**src/rtl/inst_fetch_pkg.sv**
```systemverilog
// Shared core constants and types for the instruction fetch stage.
package inst_fetch_pkg;

    localparam int unsigned INST_W  = 32;
    localparam int unsigned ADDR_W  = 32;
    localparam int unsigned ENTRY_W = ADDR_W + INST_W;

    localparam logic [ADDR_W-1:0] RESET_PC_DEFAULT = 32'h0000_0000;
    localparam logic [INST_W-1:0] NOP_INST         = 32'h0000_0013;

    // One buffered fetch: PC in the upper half, instruction in the lower half.
    typedef struct packed {
        logic [ADDR_W-1:0] pc;
        logic [INST_W-1:0] inst;
    } fetch_entry_t;

    // What the PC register does in a given cycle.
    typedef enum logic [1:0] {
        FETCH_HOLD     = 2'd0,
        FETCH_ADVANCE  = 2'd1,
        FETCH_REDIRECT = 2'd2
    } fetch_action_t;

    // Force a byte address onto a word boundary.
    function automatic logic [ADDR_W-1:0] align_word(input logic [ADDR_W-1:0] addr);
        return {addr[ADDR_W-1:2], 2'b00};
    endfunction

endpackage

```
**src/rtl/fetch_fifo.sv**
```systemverilog
// Small fetch buffer: push/pop/flush, wrapping pointers, head shown combinationally.
module fetch_fifo
    import inst_fetch_pkg::*;
#(
    parameter int unsigned DEPTH = 2,
    parameter int unsigned WIDTH = ENTRY_W
) (
    input  logic             clk,
    input  logic             rst_n,
    input  logic             push,
    input  logic [WIDTH-1:0] push_data,
    input  logic             pop,
    input  logic             flush,
    output logic [WIDTH-1:0] head,
    output logic             empty,
    output logic             full
);

    localparam int unsigned PTR_W = $clog2(DEPTH);
    localparam int unsigned CNT_W = $clog2(DEPTH + 1);

    logic [WIDTH-1:0] mem [DEPTH];
    logic [PTR_W-1:0] rd_ptr;
    logic [PTR_W-1:0] wr_ptr;
    logic [CNT_W-1:0] count;
    logic             do_push;
    logic             do_pop;

    // Qualify requests: flush overrides both, pop needs data, push needs room
    // (a full buffer accepts a push when the head leaves in the same cycle).
    always_comb begin
        empty   = (count == '0);
        full    = (count == CNT_W'(DEPTH));
        do_pop  = pop && !empty && !flush;
        do_push = push && (!full || do_pop) && !flush;
        head    = mem[rd_ptr];
    end

    // Pointer and fill-count state; depth is a power of two so pointers wrap naturally.
    always_ff @(posedge clk or negedge rst_n) begin
        if (!rst_n) begin
            rd_ptr <= '0;
            wr_ptr <= '0;
            count  <= '0;
        end else if (flush) begin
            rd_ptr <= '0;
            wr_ptr <= '0;
            count  <= '0;
        end else begin
            if (do_push) wr_ptr <= wr_ptr + PTR_W'(1);
            if (do_pop)  rd_ptr <= rd_ptr + PTR_W'(1);
            case ({do_push, do_pop})
                2'b10:   count <= count + CNT_W'(1);
                2'b01:   count <= count - CNT_W'(1);
                default: count <= count;
            endcase
        end
    end

    // Entry storage; needs no reset because the count gates visibility.
    always_ff @(posedge clk) begin
        if (do_push) mem[wr_ptr] <= push_data;
    end

endmodule

```
**src/rtl/inst_fetch.sv**
```systemverilog
// Instruction fetch stage: registered PC, redirect handling, buffered output to decode.
module inst_fetch
    import inst_fetch_pkg::*;
#(
    parameter logic [ADDR_W-1:0] RESET_PC   = RESET_PC_DEFAULT,
    parameter int unsigned       FIFO_DEPTH = 2
) (
    input  logic              clk,
    input  logic              rst_n,
    output logic [ADDR_W-1:0] pc,
    input  logic [INST_W-1:0] inst,
    input  logic              redirect_valid,
    input  logic [ADDR_W-1:0] redirect_pc,
    output logic              out_valid,
    input  logic              out_ready,
    output logic [ADDR_W-1:0] out_pc,
    output logic [INST_W-1:0] out_inst
);

    fetch_action_t     action;
    logic [ADDR_W-1:0] pc_next;
    fetch_entry_t      push_entry;
    fetch_entry_t      head_entry;
    logic              buf_empty;
    logic              buf_full;
    logic              pop;

    // Decide this cycle's PC action: redirect wins, otherwise fetch if the buffer has room.
    always_comb begin
        pop = out_valid && out_ready;
        if (redirect_valid)
            action = FETCH_REDIRECT;
        else if (!buf_full || pop)
            action = FETCH_ADVANCE;
        else
            action = FETCH_HOLD;
    end

    // Next PC; the +4 wraps modulo 2^32 by plain truncation.
    always_comb begin
        case (action)
            FETCH_REDIRECT: pc_next = align_word(redirect_pc);
            FETCH_ADVANCE:  pc_next = pc + 32'd4;
            default:        pc_next = pc;
        endcase
    end

    // PC register.
    always_ff @(posedge clk or negedge rst_n) begin
        if (!rst_n) pc <= RESET_PC;
        else        pc <= pc_next;
    end

    // Pack the current fetch for the buffer.
    always_comb begin
        push_entry.pc   = pc;
        push_entry.inst = inst;
    end

    fetch_fifo #(
        .DEPTH (FIFO_DEPTH),
        .WIDTH (ENTRY_W)
    ) u_fetch_fifo (
        .clk       (clk),
        .rst_n     (rst_n),
        .push      (action == FETCH_ADVANCE),
        .push_data (push_entry),
        .pop       (pop),
        .flush     (redirect_valid),
        .head      (head_entry),
        .empty     (buf_empty),
        .full      (buf_full)
    );

    // Present the head to decode; an empty buffer shows a NOP at PC 0.
    always_comb begin
        out_valid = !buf_empty;
        out_pc    = buf_empty ? '0 : head_entry.pc;
        out_inst  = buf_empty ? NOP_INST : head_entry.inst;
    end

endmodule

```
**config.mk**
```make
export PLATFORM = sky130hd
export DESIGN_NAME = inst_fetch
export DESIGN_NICKNAME = d
export VERILOG_FILES = /design/src/rtl/inst_fetch_pkg.sv /design/src/rtl/fetch_fifo.sv /design/src/rtl/inst_fetch.sv
export SDC_FILE = /design/constraint.sdc
export NUM_CORES = 1
export LEC_CHECK = 0
export ABC_AREA = 1
export CAP_MARGIN = 0
export CORE_ASPECT_RATIO = 1.1
export CORE_MARGIN = 3
export CORE_UTILIZATION = 50
export CTS_BUF_LIST = sky130_fd_sc_hd__clkbuf_4 sky130_fd_sc_hd__clkbuf_8 sky130_fd_sc_hd__clkbuf_16
export DETAILED_ROUTE_END_ITERATION = 10
export GPL_ROUTABILITY_DRIVEN = 0
export PLACE_DENSITY_LB_ADDON = 0.2
export SLEW_MARGIN = 20
export SYNTH_ARGS = -nofsm -noshare
export SYNTH_HDL_FRONTEND = slang
export SYNTH_SLANG_ARGS = --single-unit
```
**constraint.sdc**
```tcl
create_clock -name clk -period 4.65 [get_ports clk]
set_clock_uncertainty 0.05 [all_clocks]
set_input_delay 0.6975 -clock clk [delete_from_list [all_inputs] [get_ports clk]]
set_output_delay 0.6975 -clock clk [all_outputs]
set_load 0.01 [all_outputs]
```
==> impl_metrics.ini <==
[critical_path]
worstPathArrival_ns = 2.54
crit_fanout = 64
worst_setup_path_start_kind = flop
regToRegEndpoint = u_fetch_fifo.mem[0][2]
worst-path-buf-inv = 3
crit_start = u_fetch_fifo.count[0]
cp.required_ns = 3.90
critical_path_cell_count = 6
cpPeakStageDelay_ns = 0.57
crit_family = buffers and inverters
reg2reg_depth = 10
end_kind = output port
slowest_stage = clkdlybuf4s50_1
crit_type = flop to output port
cp-endpoint = out_inst[11]
reg2reg_slack_ns = 1.74
timing.rr.start = u_fetch_fifo.count[0]
cp_cell_sequence = inv_1, ha_1, inv_4, o21ai_0, nor2_1, clkdlybuf4s50_1

[clock_tree]
cts_root_buf = clkbuf_16
post-cts-setup-buffers = 0
cts_buffers = 17
cts_buffer_depth = 2
clkTransAtPathRegs_ns = 0.06
cts_tree = yes
cts_resized = 0
clock_latency_ns = 0.41
holdBufCountCts = 0
cts_num_sinks = 158
h-tree-depth = 4

[sta]
setup_tns_ns = 0
rsz0062_at_grt = no
setup_violations = 0
whs_ns = 0.457
slew_headroom_pct = 55.0
hold_viol = 0
max_freq_ghz = 0.304
tightest_slew_ns = 0.675
drv_slew = 0
period_needed_ns = 3.29
fin_crit_sh_pct = 70.7

[layout]
antenna_cells = 0
nets = 935
fill_cells = 1000
syn2layout_area_growth_pct = 33.2
utilization_pct = 69.6
drive_gt1_share_pct = 7.64

[synthesis]
yosys_warnings = 0
synthCells = 709
synth-seq-area-share_pct = 64.9
yosys-top-cells-area = edfxtp_1 53%, dfrtp_1 12%, nor2_1 8.1%
yosys.area.top_type = edfxtp_1
synth-edff-count = 124
synth_top_area_share_pct = 52.8
ys_ff_latch = 158
synthArstFlopShare_pct = 21.5
synthFlopType = edfxtp_1
syn_avg_cell_area_um2 = 9.94
ys_types = 27
synth_area_um2 = 7050

[global_routing]
overflow = 0
antenna_found_initial = 0
grt_usage_pct = 22.4
grt_first_pass_wirelength_um = 27500
grt_start_max_net_pins = 65
grt_pass1_vias = 5497

[power]
power.leakage_nw = 3.60
powerDensity_nw_per_um2 = 567
peakVddDrop_mv = 0.297

[route]
drc_errors = 0
ant_nets = 0
drt_iter0_markers = 600
firstDrtPassIters = 7
routedWlPerCell_um = 16.1
avgViaCountPerCell = 5.28
routed_wl_um = 17100
vias = 5603

[floorplanning]
die_w_um = 119
pin_count = 165
start_util_pct = 52.3
coreArea_um2 = 13500
die_y_um = 131
dieArea_um2 = 15600
fp-row-count = 44

[hold_path]
hold_path.class = flop to flop

[outcome]
status = finished clean

[job]
max-cap-violations = 0

[placed_design]
hpwl_um = 11100
io_buffers = 158
[worst reg2reg max path: cells and delay by family (launching register included)]
kind	cells	cell delay, ns
fa+ha+maj	1	0.22
buf+inv	5	1.08
flops	1	0.37
simple gates	4	0.85
[metal layers]
metal	vias to the layer above	global-route usage [%]	share of wire, %
met3	14	4.95	6.8
li1	2680	-	-
met2	240	40.0	51
met5	-	0	0
met1	2669	28.2	42
met4	0	5.39	0.85
[how the worst min path moves through the flow]
stage	from	to	depth (start not counted)
2_1_floorplan	rst_n	pc[10]	0
3_3_place_gp	u_fetch_fifo.count[0]	u_fetch_fifo.count[0]	1
3_5_place_dp	u_fetch_fifo.count[0]	u_fetch_fifo.count[0]	1
4_1_cts	u_fetch_fifo.count[0]	u_fetch_fifo.count[0]	1
5_1_grt	u_fetch_fifo.count[0]	u_fetch_fifo.count[0]	1
6_report	u_fetch_fifo.count[0]	u_fetch_fifo.count[0]	1
[synth_stat cells, types with 4 or more instances]
cell / n
buf_2: 4
buf_4: 4
clkbuf_1: 20
dfrtp_1: 34
edfxtp_1: 124
inv_1: 46
nand2_1: 141
nand2_2: 7
nand3_1: 52
nor2_1: 153
nor2_2: 7
nor2_4: 6
o211ai_1: 13
o21ai_0: 74
[stage by stage]
step	power [mW]	cells	cell area, µm²	setup slack (ns)
after floorplan	2.97	712	7060	0.408
after global placement	3.95	1029	8800	1.68
after detailed placement	4.00	1029	8810	1.62
after CTS	5.36	1061	9390	1.32
after global routing	5.62	1061	9390	1.21
final	5.32	1061	9390	1.36
[flip-flops by register name, summed over array words and instances (netlist names)]
register,flops
u_fetch_fifo.mem,124
pc,30
u_fetch_fifo.count,2
u_fetch_fifo.rd_ptr,1
u_fetch_fifo.wr_ptr,1
[power by group]
part | total, mW | internal [mW] | switching [mW]
sequential | 2.05 | 1.87 | 0.181
combinational | 1.92 | 0.876 | 1.04
clock | 1.35 | 0.765 | 0.586
[final cells by class]
cell class              count  area, µm²  area share, %
inverters                  49        191           2.04
clock buffers              18        433           4.61
well taps                 184        230           2.45
repair buffers            165       1660           17.7
multi-input cells         473       2150           22.9
flip-flops and latches    158       4580           48.7
clock inverters            14        150           1.60
[placed cells by master, fill, tap and decap left out, types with 3 or more instances in the layout]
master             n
nand2_1          141
edfxtp_1         124
nand2_2            7
nor2_2             7
nor2_1           151
dfrtp_1           33
inv_1             46
inv_4              3
clkbuf_16         17
buf_4              5
conb_1             4
nor2_4             8
clkdlybuf4s50_1  158
ha_1               3
nor3_1             3
inv_6              6
o21ai_0           74
o211ai_1          13
nand3_1           52
[logic make-up after synthesis]
group | Yosys count | share of synthesized area [%]
compound gates | 90 | 6.92
other cells | 1 | 0.0532
flops | 158 | 64.9
buf+inv | 81 | 4.99
fa+ha+maj | 3 | 0.533
simple gates | 374 | 22.4
xor+xnor | 2 | 0.249
Power figures use the tool's default switching activity.
